==> src/rtl/datapath_pkg.sv <==
// Shared encodings for the pipelined datapath: ALU function codes, writeback
// source selects and the execute-stage state type.
package datapath_pkg;

  localparam logic [3:0] FS_PASS_A = 4'h0;
  localparam logic [3:0] FS_INC    = 4'h1;
  localparam logic [3:0] FS_ADD    = 4'h2;
  localparam logic [3:0] FS_SUB    = 4'h3;
  localparam logic [3:0] FS_AND    = 4'h4;
  localparam logic [3:0] FS_OR     = 4'h5;
  localparam logic [3:0] FS_XOR    = 4'h6;
  localparam logic [3:0] FS_NOT    = 4'h7;
  localparam logic [3:0] FS_SHL    = 4'h8;
  localparam logic [3:0] FS_SHR    = 4'h9;

  localparam logic [1:0] MB_ALU  = 2'd0;
  localparam logic [1:0] MB_IMM  = 2'd1;
  localparam logic [1:0] MB_PC   = 2'd2;
  localparam logic [1:0] MB_ZERO = 2'd3;

  typedef enum logic [1:0] {
    EX_IDLE = 2'd0,
    EX_RUN  = 2'd1,
    EX_LOAD = 2'd2
  } ex_state_t;

endpackage

==> src/rtl/alu_param.sv <==
// Combinational WIDTH-bit ALU with V/C/N/Z. C is carry out for INC/ADD, borrow
// for SUB (set when A < B unsigned) and the shifted-out bit for SHL/SHR.
module alu_param
  import datapath_pkg::*;
#(
  parameter int WIDTH = 16
) (
  input  logic [WIDTH-1:0] A,
  input  logic [WIDTH-1:0] B,
  input  logic [3:0]       FS,
  output logic [WIDTH-1:0] F,
  output logic             V,
  output logic             C,
  output logic             N,
  output logic             Z
);

  logic [WIDTH:0] w_sum;

  always_comb begin
    w_sum = '0;
    F     = A;
    V     = 1'b0;
    C     = 1'b0;
    case (FS)
      FS_PASS_A: F = A;
      FS_INC: begin
        w_sum = {1'b0, A} + (WIDTH+1)'(1);
        F     = w_sum[WIDTH-1:0];
        C     = w_sum[WIDTH];
        V     = !A[WIDTH-1] && F[WIDTH-1];
      end
      FS_ADD: begin
        w_sum = {1'b0, A} + {1'b0, B};
        F     = w_sum[WIDTH-1:0];
        C     = w_sum[WIDTH];
        V     = (A[WIDTH-1] == B[WIDTH-1]) && (F[WIDTH-1] != A[WIDTH-1]);
      end
      FS_SUB: begin
        w_sum = {1'b0, A} - {1'b0, B};
        F     = w_sum[WIDTH-1:0];
        C     = w_sum[WIDTH];
        V     = (A[WIDTH-1] != B[WIDTH-1]) && (F[WIDTH-1] != A[WIDTH-1]);
      end
      FS_AND: F = A & B;
      FS_OR:  F = A | B;
      FS_XOR: F = A ^ B;
      FS_NOT: F = ~A;
      FS_SHL: begin
        F = {A[WIDTH-2:0], 1'b0};
        C = A[WIDTH-1];
      end
      FS_SHR: begin
        F = {1'b0, A[WIDTH-1:1]};
        C = A[0];
      end
      default: F = A;
    endcase
    N = F[WIDTH-1];
    Z = (F == '0);
  end

endmodule

==> src/rtl/datapath_pipe.sv <==
// Two-stage datapath: operand select/issue into EX registers, then execute and
// writeback with forwarding into the issuing operands. Loads hold issue one cycle.
module datapath_pipe
  import datapath_pkg::*;
#(
  parameter int WIDTH = 16,
  parameter int REGS  = 16,
  parameter int PC_W  = 6
) (
  input  logic                     clk,
  input  logic                     reset,
  input  logic                     in_valid,
  output logic                     in_ready,
  input  logic                     RW,
  input  logic                     MD,
  input  logic                     ASEL,
  input  logic [1:0]               MB,
  input  logic [3:0]               FS,
  input  logic [$clog2(REGS)-1:0]  SA,
  input  logic [$clog2(REGS)-1:0]  DR,
  input  logic [$clog2(REGS)-1:0]  BA,
  input  logic [PC_W-1:0]          PC,
  input  logic [WIDTH-1:0]         imdt,
  input  logic [WIDTH-1:0]         RAM_data_out,
  output logic [WIDTH-1:0]         A_out,
  output logic [WIDTH-1:0]         B_out,
  output logic                     out_valid,
  output logic                     V,
  output logic                     C,
  output logic                     N,
  output logic                     Z
);

  localparam int AW = $clog2(REGS);

  logic [WIDTH-1:0] r_regs [REGS];
  ex_state_t        r_state, w_state_nxt;

  logic [WIDTH-1:0] r_a_p1, r_b_p1, r_imdt_p1;
  logic [AW-1:0]    r_dr_p1;
  logic             r_rw_p1, r_md_p1;
  logic [1:0]       r_mb_p1;
  logic [3:0]       r_fs_p1;
  logic [PC_W-1:0]  r_pc_p1;
  logic             r_v, r_c, r_n, r_z;

  logic             w_accept, w_retire, w_we, w_flag_we;
  logic [AW-1:0]    w_a_addr;
  logic [WIDTH-1:0] w_a_fwd, w_b_fwd, w_wb_data, w_f;
  logic             w_v, w_c, w_n, w_z;

  // Issue stage: operand select with forwarding from the retiring instruction
  assign in_ready = !((r_state == EX_RUN) && r_md_p1);
  assign w_accept = in_valid && in_ready;
  assign w_a_addr = ASEL ? DR : SA;
  assign w_we     = w_retire && r_rw_p1;
  assign w_a_fwd  = (w_we && (r_dr_p1 == w_a_addr)) ? w_wb_data : r_regs[w_a_addr];
  assign w_b_fwd  = (w_we && (r_dr_p1 == BA))       ? w_wb_data : r_regs[BA];

  always_comb begin
    w_state_nxt = r_state;
    w_retire    = 1'b0;
    case (r_state)
      EX_IDLE: if (w_accept) w_state_nxt = EX_RUN;
      EX_RUN: begin
        if (r_md_p1) begin
          w_state_nxt = EX_LOAD;
        end else begin
          w_retire    = 1'b1;
          w_state_nxt = w_accept ? EX_RUN : EX_IDLE;
        end
      end
      EX_LOAD: begin
        w_retire    = 1'b1;
        w_state_nxt = w_accept ? EX_RUN : EX_IDLE;
      end
      default: w_state_nxt = EX_IDLE;
    endcase
  end

  // Execute/writeback stage
  alu_param #(.WIDTH(WIDTH)) u_alu (
    .A  (r_a_p1),
    .B  (r_b_p1),
    .FS (r_fs_p1),
    .F  (w_f),
    .V  (w_v),
    .C  (w_c),
    .N  (w_n),
    .Z  (w_z)
  );

  always_comb begin
    w_wb_data = '0;
    case (r_mb_p1)
      MB_ALU:  w_wb_data = r_md_p1 ? RAM_data_out : w_f;
      MB_IMM:  w_wb_data = r_imdt_p1;
      MB_PC:   w_wb_data = WIDTH'(r_pc_p1);
      default: w_wb_data = '0;
    endcase
  end

  assign w_flag_we = w_retire && !r_md_p1 && (r_mb_p1 == MB_ALU);

  always_ff @(posedge clk or negedge reset) begin
    if (!reset) begin
      r_state   <= EX_IDLE;
      r_a_p1    <= '0;
      r_b_p1    <= '0;
      r_imdt_p1 <= '0;
      r_dr_p1   <= '0;
      r_rw_p1   <= 1'b0;
      r_md_p1   <= 1'b0;
      r_mb_p1   <= '0;
      r_fs_p1   <= '0;
      r_pc_p1   <= '0;
      r_v       <= 1'b0;
      r_c       <= 1'b0;
      r_n       <= 1'b0;
      r_z       <= 1'b0;
      for (int i = 0; i < REGS; i++) r_regs[i] <= '0;
    end else begin
      r_state <= w_state_nxt;
      if (w_accept) begin
        r_a_p1    <= w_a_fwd;
        r_b_p1    <= w_b_fwd;
        r_imdt_p1 <= imdt;
        r_dr_p1   <= DR;
        r_rw_p1   <= RW;
        r_md_p1   <= MD;
        r_mb_p1   <= MB;
        r_fs_p1   <= FS;
        r_pc_p1   <= PC;
      end
      if (w_we) r_regs[r_dr_p1] <= w_wb_data;
      if (w_flag_we) begin
        r_v <= w_v;
        r_c <= w_c;
        r_n <= w_n;
        r_z <= w_z;
      end
    end
  end

  assign A_out     = r_a_p1;
  assign B_out     = r_b_p1;
  assign out_valid = w_retire;
  assign V         = r_v;
  assign C         = r_c;
  assign N         = r_n;
  assign Z         = r_z;

endmodule

==> config.mk <==
export PLATFORM = sky130hd
export DESIGN_NAME = datapath_pipe
export DESIGN_NICKNAME = d
export VERILOG_FILES = /design/src/rtl/datapath_pkg.sv /design/src/rtl/alu_param.sv /design/src/rtl/datapath_pipe.sv
export SDC_FILE = /design/constraint.sdc
export NUM_CORES = 1
export LEC_CHECK = 0
export ABC_AREA = 1
export BUFFER_PORTS_ARGS = -buffer_cell sky130_fd_sc_hd__buf_2
export CAP_MARGIN = 20
export CORE_MARGIN = 4
export CORE_UTILIZATION = 50
export DETAILED_ROUTE_END_ITERATION = 10
export GPL_TIMING_DRIVEN = 0
export PLACE_DENSITY = 0.67
export SETUP_SLACK_MARGIN = 0.02
export SLEW_MARGIN = 20
export SYNTH_ARGS = -nofsm -noshare
export SYNTH_HDL_FRONTEND = slang
export SYNTH_SLANG_ARGS = --single-unit
==> constraint.sdc <==
create_clock -name clk -period 7.6 [get_ports clk]
set_input_delay 0.76 -clock clk [delete_from_list [all_inputs] [get_ports clk]]
set_output_delay 0.76 -clock clk [all_outputs]
set_load 0.03 [all_outputs]
# == Word level (Yosys, flattened, before mapping) ==
# Index checks and enable logic that the tools add are counted.
# totals
ff_bits,328
input_bits,62
output_inout_bits,38
elab_cells,104
# classes
n_reduce_logical,17
magnitude_cmp,4
eq_ne,20
addsub,3
mux,23
bitwise_logic,7
# ops
cell,count
256-bit bitwise mux,1
16-bit case mux with 9 select lines,1
16-bit binary-select mux with 4-bit select,2
16-bit two-way mux,8
16-bit demux with 4-bit select,1
16-bit case mux with 3 select lines,1
16-bit by 1-bit adder with 17-bit output (second input constant),1
16-bit by 16-bit adder with 17-bit output,1
16-bit by 16-bit subtractor with 17-bit output,1
16-bit bitwise AND,1
4-bit by 3-bit == test with 1-bit output (second input constant),4
16-bit zero test,1
16-bit NOT,1
16-bit OR,1
16-bit bitwise XOR,1
5-bit >= comparator (second input constant),3
4-bit NOT with 5-bit output,3
1-bit logical AND,11
4-bit by 2-bit == test with 1-bit output (second input constant),2
4-bit == test,2
4-bit == test (second input constant),2
2-bit case mux with 3 select lines,1
5-bit by 1-bit < comparator with 1-bit output (second input constant),1
1-bit case mux with 5 select lines,1
other kinds (13),22

# == Depth between registers and ports, before layout ==
# Gate-level depths: netlist of the first run.
# logic_depth
depth_word,7
mapped_depth,21
ltp_nobuf,19

# == Hierarchy ==
# A second synthesis of the first run with hierarchy kept.
# hier_totals
hier_cells,3425
area_unflattened_um2,22645.5
# by_module_without_submodules
module,area_each_um2,seq_area_each_um2,cells_per_inst,n_inst
datapath_pipe,18666.7,8207.9,2624,1
alu_param,3978.8,0.0,801,1

# == Worst setup path after synthesis of the first run ==
# Ideal clock, no wire load.
# synth_timing
kind,reg-to-reg
start,"register r_a_p1[5], in the netlist A_out[5]"
end,register r_regs[137] (netlist bit)
setup_time_ns,0.131
stages_incl_launch_ff,18
required_ns,7.469
path_slack_ns,4.804
t_arrival_ns,2.665
synth_period_minus_slack_ns,2.796
path_buffers,3
path_cell_list,dfrtp_1 -> buf_2 -> inv_1 -> ha_1 -> buf_2 -> nor2_1 -> inv_1 -> nor2_1 -> nand4_1 -> nand3_1 -> nand2_1 -> nand3_1 -> nand4_1 -> o21ai_2 -> nand2_1 -> buf_2 -> nand2_1 -> o21ai_0
# synth_between
elab_chain_len,5
elab_cells_between_ends,7
classes_between,add/sub (3); mux (4)
# synth_rtl
element,line_no,rtl
from (decl),datapath_pipe.sv:39,"logic [WIDTH-1:0] r_a_p1, r_b_p1, r_imdt_p1;"
from (signal assigned),datapath_pipe.sv:125,r_a_p1 <= w_a_fwd;
"16-bit by 16-bit subtractor with 17-bit output, or another cell as far along",alu_param.sv:40,"w_sum = {1'b0, A} - {1'b0, B};"
16-bit case mux with 9 select lines (*),alu_param.sv:25,case (FS)
16-bit two-way mux (*),datapath_pipe.sv:96,MB_ALU: w_wb_data = r_md_p1 ? RAM_data_out : w_f;
16-bit case mux with 3 select lines (*),datapath_pipe.sv:95,case (r_mb_p1)
256-bit bitwise mux (*),datapath_pipe.sv:135,if (w_we) r_regs[r_dr_p1] <= w_wb_data;
"to (signal, indexed assignment)",datapath_pipe.sv:135,
to (decl),datapath_pipe.sv:36,logic [WIDTH-1:0] r_regs [REGS];
# Every way passes the cells marked *; elsewhere a longest branch is shown, timed or not.
# A chain may end at the register's enable or synchronous reset.

# == Worst setup path in the final report of the first run ==
# layout_timing
start,"register r_a_p1[0], in the netlist A_out[0]"
end,register r_regs[36] (netlist bit)
# Same word-level chain as after synthesis.

==> run summary, run 1 <==
## Timing
- 235 MHz — highest clock rate
- 0 — Final Hold Violating Endpoints
- 4.25 ns — fin crit period
- 1.28 ns — Worst Tran Pin Value
- 55.9% — fraction of the cycle the final worst path needs
- 3.35 ns — final worst slack
- 0 — max-slew violation count
- 14.8% — max-slew headroom at the worst pin
- 0 ns — setup TNS
- 0 — setup-violating endpoint count in the final report
- 0.0305 ns — clock tree skew after final layout
- false — setup repair after global routing missed its margin

## Clocking
- 0 — post-CTS sizing
- 0 — Post-CTS Setup Bufs
- 0.59 ns — clock latency on the worst-skew pair
- 38 — total CTS buffers
- sky130_fd_sc_hd__clkbuf_16 — root cell of the clock tree
- 2 — number of levels the H-tree was split into
- 328 — number of sinks handled by clock tree synthesis
- 0 — number of buffers inserted by hold repair at cts
- yes — TritonCTS clock tree
- 3 — Clock Path Buffers
- 0.07 ns — clock slew seen by the registers of the worst setup and hold paths

## Floorplan
- 216 um — overall die height
- 100 — number of placed I/O pins
- 50.5% — effective utilization at floorplan
- 216 um — Die Wd
- 76 — standard-cell rows
- 46800 um2 — total die area
- 43000 um2 — Core Region

## Final layout
- 3970 — final standard cell count with taps included and fillers excluded
- 3473 — Layout Nets
- 4220 — total of fill cells in the finished design
- 8.16% — fraction of final layout cells with drive strength greater than 1
- 24300 um2 — Final Instance Area
- 8210 um2 — Register Area
- 707 x sky130_fd_sc_hd__nand2_1, 417 x sky130_fd_sc_hd__o21ai_0, 348 x sky130_fd_sc_hd__inv_1 — most frequent cells in the layout
- 12.2% — Layout area overhead
- 11200 um2 — area of the multi-input gates
- sky130_fd_sc_hd__nand2_1 — leading cell type in the layout, fill and taps excluded

## Setup path
- register — kind of end point of the critical path
- sky130_fd_sc_hd__nand2_1 — Top cell by count, worst path
- A_out[0] — startpoint of the lowest-slack register-to-register path
- simple AND/OR/NAND/NOR gates — cell family contributing the most delay on the critical path
- r_regs[36] — worst reg2reg endpoint
- 16 — Worst Reg2Reg Path Length in Cells
- 10 — largest fanout on the critical path
- 4.68 ns — Arrival @ worst endpoint
- inv_1 -> ha_1 -> inv_1 -> fa_1 -> nand2_1 -> nand3_1 -> nor2_1 -> nor2_1 -> nor2_1 -> nand2_1 -> nand2_1 -> a21o_1 -> nand3_2 -> buf_4 -> nand2_1 -> o21ai_1 — critical-path cell list
- 0.52 ns — Max stage delay on crit path
- register to register — WS Path Type
- register — startpoint type of the worst setup path
- 3 — Buf+Inv Stages, Crit Path
- 16 — path length in cells of the critical path
- 3.35 ns — Reg2Reg Setup Slack
- sky130_fd_sc_hd__dfrtp_1 — slowest library cell on the worst path
- 8.03 ns — data required time at the worst endpoint

## Run status
- complete, no violations — outcome

## Job
- 0 — maximum capacitance violations

## Worst hold path
- input port to asynchronous set/reset pin — classification of the worst-slack hold path

## Global route
- 0 — GR Overflow Total
- 24297 — number of global-route vias before repair
- 160000 um — wire length of the first global-routing pass
- 46.1% — overall global routing resource usage
- 95 — largest net degree at the start of global routing
- 3 — number of antenna violations at the first check in global routing

## Yosys
- 3333 — Syn Nets
- sky130_fd_sc_hd__dfrtp_1 38%, sky130_fd_sc_hd__nand2_1 12%, sky130_fd_sc_hd__o21ai_0 9.6% — cell types occupying the most area after synthesis
- 49 — count of distinct cell types in the synthesized netlist
- sky130_fd_sc_hd__dfrtp_1 — post-synth top area cell
- 37.8% — sequential fraction of the synthesis area
- 0 — Synthesis Warnings
- 3214 — Post-Synthesis Cells
- 21700 um2 — Netlist Area Pre-Place
- 328 — post-synthesis register bit count
- 37.8% — area share of the leading cell type in the synthesized netlist
- 6.75 um2 — mean instance size in the synthesized netlist

## Detailed routing
- 6.37 — via-per-instance ratio
- 27.9 um — Routed WL per cell
- 111000 um — wirelength, routed
- 0 — antenna viol nets, final
- 25305 — total via count in the routed design
- 0 — Remaining DRCs
- 6 — detailed-router iteration count before antenna repair
- 3850 — initial DRC count

## Placement
- 1.08 — Routability Congestion
- 3899 — cell count after placement
- 23000 um2 — instance area at placement
- 82400 um — Final HPWL DP
- 3.73 ns — setup slack at placement
- 97 — count of port buffers added during placement

## Power and ir drop
- 401 nW/um2 — power density cells
- 9750 uW — total power after layout
- 0.0115 uW — Static Leak
- 0.236 mV — Worst VDD drop

worst register-to-register path: cells and delay by family, from the launching register on:
| family | cells | cell delay (ns) |
|---|---|---|
| simple gates | 9 | 1.70 |
| buf+inv | 3 | 0.99 |
| fa+ha+maj | 2 | 0.67 |
| flops | 1 | 0.52 |
| compound gates | 2 | 0.24 |
how the worst max path moves through the flow:
stage	from	endpoint	slack, ns
2_1_floorplan	A_out[5]	r_regs[137]	4.80
3_3_place_gp	reset	r_regs[77]	-0.49
3_5_place_dp	A_out[8]	r_regs[105]	3.73
4_1_cts	A_out[8]	r_regs[105]	3.68
5_1_grt	A_out[1]	r_regs[36]	3.23
6_report	A_out[0]	r_regs[36]	3.35
cell families (layout without fill, tap and decap cells):
kind of cell / after synthesis / after routing / synth area share, %
AOI/OAI and AO/OA: 899 / 899 / 21.7
xor gates and xnor gates: 5 / 5 / 0.202
adders and majority gates: 57 / 57 / 3.36
buffers and inverters: 574 / 744 / 10.4
DFF: 328 / 328 / 37.8
muxes: 3 / 3 / 0.156
other: 0 / 1 / 0
and+or+nand+nor: 1348 / 1348 / 26.3
where the power goes:
group | internal [uW] | switching, uW | total, uW
registers | 2410 | 613 | 3020
logic | 1300 | 3430 | 4730
clock network | 1160 | 832 | 1990
total | 4870 | 4880 | 9750
layout make-up:
class,count,share of cell area [%]
Timing Repair Buffer,100,2.38
Multi-Input combinational cell,2312,46.1
Clock buffer,50,4.34
Clock inverter,20,1.07
Buffer,210,3.70
Tap cell,585,3.01
Antenna cell,1,0.0103
Inverter,364,5.61
Sequential cell,328,33.7
synthesized netlist by cell type, drive strengths merged:
cell type / count
clkinv: 3
ha: 55
nand3: 334
a21o: 2
a21oi: 279
nor2: 249
nand2: 721
o21ai: 525
o221ai: 1
nor4: 2
dfrtp: 328
and2: 2
nand4: 18
nand3b: 1
o31ai: 1
fa: 2
xor2: 5
o311ai: 1
buf: 71
clkbuf: 139
o21bai: 7
nor3: 14
inv: 361
mux2: 3
o211ai: 26
o2111ai: 1
nor3b: 2
o22ai: 10
or3: 1
or2: 4
a31oi: 46
flip-flops by register name, indices dropped and copies added (netlist names):
| name | flops |
|---|---|
| A_out | 16 |
| B_out | 16 |
| C | 1 |
| N | 1 |
| V | 1 |
| Z | 1 |
| r_dr_p1 | 4 |
| r_fs_p1 | 4 |
| r_imdt_p1 | 16 |
| r_mb_p1 | 2 |
| r_md_p1 | 1 |
| r_pc_p1 | 6 |
| r_regs | 256 |
| r_rw_p1 | 1 |
| r_state | 2 |
metrics by stage:
| step | utilization [%] | hold WS, ns |
|---|---|---|
| 5_1_grt | 56.6 | 0.269 |
| 2_1_floorplan | - | 0.449 |
| 3_3_place_gp | 53.3 | 0.466 |
| 3_5_place_dp | 53.6 | 0.466 |
| 6_report | 56.6 | 0.199 |
| 4_1_cts | 56.6 | 0.228 |
layer usage:
metal  wire [um]  share of wire, %  vias to the layer above  global-route usage [%]
met4       10700               9.6                        6                    34.7
met3       14900                13                      598                    14.7
li1            -                 -                    10864                       -
met5          32             0.029                        -                       0
met2       46700                42                     2073                    69.6
met1       38400                35                    11764                    55.1
Power figures use the tool's default switching activity.
==> run 2: changes to the inputs <==
--- a/config.mk
+++ b/config.mk
@@ -5,7 +5,7 @@
 export SDC_FILE = /design/constraint.sdc
 export NUM_CORES = 1
 export LEC_CHECK = 0
-export ABC_AREA = 1
+export ABC_AREA = 0
 export BUFFER_PORTS_ARGS = -buffer_cell sky130_fd_sc_hd__buf_2
 export CAP_MARGIN = 20
 export CORE_MARGIN = 4
==> constraint.sdc (replaced) <==
create_clock -name clk -period 3.99 [get_ports clk]
set_input_delay 0.399 -clock clk [delete_from_list [all_inputs] [get_ports clk]]
set_output_delay 0.399 -clock clk [all_outputs]
set_load 0.03 [all_outputs]
==> run summary, run 2 <==
## Clocking
- 0.06 ns — clock slew seen by the registers of the worst setup and hold paths
- 328 — number of sinks handled by clock tree synthesis
- 36 — total CTS buffers
- 3 — Clock Path Buffers
- yes — TritonCTS clock tree
- 2 — number of levels the H-tree was split into
- sky130_fd_sc_hd__clkbuf_16 — root cell of the clock tree
- 0.57 ns — clock latency on the worst-skew pair

## Global route
- met2 — Top Usage Layer GRT
- 0 — GR Overflow Total
- 104 — largest net degree at the start of global routing
- 44.0% — routing usage on met1
- 18534 — number of global-route vias before repair
- 119000 um — wire length of the first global-routing pass
- 5.79% — met3 Track Usage GR
- 58.7% — met2 track demand over resource in global routing
- 3 — number of antenna violations at the first check in global routing
- 35.3% — overall global routing resource usage

## Final layout
- 21.7% — fraction of final layout cells with drive strength greater than 1
- 14.7% — Layout area overhead
- 400 x sky130_fd_sc_hd__nand2_1, 312 x sky130_fd_sc_hd__dfrtp_1, 260 x sky130_fd_sc_hd__o21ai_0 — most frequent cells in the layout
- 2390 — Layout Nets
- 3597 — total of fill cells in the finished design
- 8230 um2 — Register Area
- 23800 um2 — Final Instance Area
- 0 — number of diodes
- 256 — flip-flop count of the largest register, all copies and words added
- 2827 — final standard cell count with taps included and fillers excluded
- r_regs — register with the most flip-flops
- 11700 um2 — area of the multi-input gates
- sky130_fd_sc_hd__nand2_1 — leading cell type in the layout, fill and taps excluded

## Timing
- 0.0252 ns — clock tree skew after final layout
- 0 — max-slew violation count
- 1.06 ns — Worst Tran Pin Value
- 0.0412 ns — final worst slack
- 0 — setup-violating endpoint count in the final report
- 27.0% — max-slew headroom at the worst pin
- 99.0% — fraction of the cycle the final worst path needs
- 0.0274 ns — hold slack
- 0 — Final Hold Violating Endpoints
- 3.95 ns — fin crit period
- 253 MHz — highest clock rate

## Yosys
- 3.51% — post-synthesis share of cell area spent on full adders, half adders and majority gates
- 2106 — Post-Synthesis Cells
- 17.5% — fraction of the mapped netlist area in compound gates
- 0 — number of enable-type register cells in the synthesized netlist
- sky130_fd_sc_hd__dfrtp_1 40%, sky130_fd_sc_hd__mux4_2 16%, sky130_fd_sc_hd__nand2_1 7.3% — cell types occupying the most area after synthesis
- 19.5% — multiplexer share of the synthesized area
- 87 — count of distinct cell types in the synthesized netlist
- 0.886% — XOR/XNOR Fraction of Synth Area
- sky130_fd_sc_hd__dfrtp_1 — most used flip-flop cell after synthesis
- multiplexers — combinational family with the most area after synthesis
- 0 — Synthesis Warnings
- 100% — Synth async-reset ratio
- 20800 um2 — Netlist Area Pre-Place
- 39.5% — area share of the leading cell type in the synthesized netlist
- sky130_fd_sc_hd__dfrtp_1 — post-synth top area cell
- 402 x sky130_fd_sc_hd__nand2_1, 328 x sky130_fd_sc_hd__dfrtp_1, 261 x sky130_fd_sc_hd__o21ai_0 — commonest cells in the netlist
- 39.5% — sequential fraction of the synthesis area
- 328 — post-synthesis register bit count
- 9.86 um2 — mean instance size in the synthesized netlist
- sky130_fd_sc_hd__nand2_1 — most frequent cell after synthesis
- 14.0% — post-synthesis simple-gate area fraction
- 2225 — Syn Nets

## Floorplan
- 40900 um2 — Core Region
- 74 — standard-cell rows
- 212 um — Die Wd
- 212 um — overall die height
- 44800 um2 — total die area
- 100 — number of placed I/O pins
- 50.7% — effective utilization at floorplan

## Placement
- 62100 um — Final HPWL DP
- 2739 — cell count after placement
- 94 — count of port buffers added during placement
- 22000 um2 — instance area at placement
- -1.01 ns — setup slack at placement
- 1.02 — Routability Congestion

## Setup path
- register — kind of end point of the critical path
- 4.40 ns — data required time at the worst endpoint
- register to register — WS Path Type
- 10 — largest fanout on the critical path
- register — startpoint type of the worst setup path
- 0.04 ns — Reg2Reg Setup Slack
- 4.35 ns — Arrival @ worst endpoint

## Power and ir drop
- 8720 uW — Switching Power
- 0.0101 uW — Static Leak
- 51.8% — share of power burned in combinational logic
- 0.412 mV — Worst VDD drop
- 19200 uW — total power after layout
- 10400 uW — Int Power
- 29.8% — part of the total power dissipated in sequential elements
- 805 nW/um2 — power density cells
- 18.5% — Clk pwr share
- 45.5% — net switching share of the total power

## Detailed routing
- 2522 — initial DRC count
- 7 — detailed-router iteration count before antenna repair
- 0 — antenna viol nets, final
- 28.4 um — Routed WL per cell
- 0 — Remaining DRCs
- 6.61 — via-per-instance ratio
- 80200 um — wirelength, routed
- 18693 — total via count in the routed design

## Worst hold path
- input port to register — classification of the worst-slack hold path

## Job
- 0 — maximum capacitance violations

## Run status
- complete, no violations — outcome

## run 2: per-layer routing
| layer | wire [um] | part of all wire (%) |
|---|---|---|
| met3 | 6180 | 7.7 |
| met4 | 5710 | 7.1 |
| met1 | 29600 | 37 |
| met2 | 38700 | 48 |
| met5 | 18 | 0.022 |
## run 2: logic make-up after synthesis
group,count (synthesis)
simple gates,651
compound gates,584
flops,328
buf+inv,245
mux,220
fa+ha+maj,57
xor+xnor,21
## run 2: what timing repair did
item                                    in CTS  in global routing
gates resized for setup                     47                 32
hold buffers                                 1                  0
endpoints found under the setup margin     208                153
endpoints found under the hold margin       55                  0
buffers inserted                            11                 18
gates cloned                                 0                  1
pin swaps                                    4                 10
## run 2: final cells by class
type	instances	area share [%]
Clock buffer	53	4.56
Multi-Input combinational cell	1533	49.3
Buffer	173	3.39
Timing Repair Buffer	132	3.60
Sequential cell	328	34.6
Tap cell	532	2.80
Inverter	67	1.08
Clock inverter	9	0.673
## run 2: power by group through the flow
stage               clock (uW)  sequential, uW  combinational (uW)
CTS                       3570            5680                9360
global route              3700            5800               10600
floorplan                    0            5550                5820
finish                    3540            5700                9910
global placement             0            5660                8750
detailed placement           0            5770                8930
## run 2: final timing paths
check | from | to | depth (start not counted)
setup / recovery | r_fs_p1[0] | r_regs[17] | 10
hold / removal | imdt[2] | r_imdt_p1[2] | 3
setup reg to reg | r_fs_p1[0] | r_regs[17] | 10
hold reg to reg | N | N | 2
max in group asynchronous | reset | A_out[8] | 3
min in group asynchronous | reset | r_regs[38] | 2
## run 2: critical path, stage by stage (launching register included)
cell	delay [ns]
sky130_fd_sc_hd__dfrtp_1	0.54
sky130_fd_sc_hd__buf_4	0.28
sky130_fd_sc_hd__buf_4	0.23
sky130_fd_sc_hd__nor2_1	0.12
sky130_fd_sc_hd__a21boi_2	0.67
sky130_fd_sc_hd__o221ai_1	0.36
sky130_fd_sc_hd__mux2_2	0.38
sky130_fd_sc_hd__mux2i_1	0.20
sky130_fd_sc_hd__a2bb2oi_2	0.43
sky130_fd_sc_hd__clkbuf_1	0.38
sky130_fd_sc_hd__o21ai_0	0.19
## run 2: per-stage QoR
step	TNS, ns	utilization, %
after global placement	-1279.83	53.5
after detailed placement	-95.94	53.9
final	0	58.2
after global routing	-0.0329	58.2
after CTS	0	57.6
after floorplan	0	-
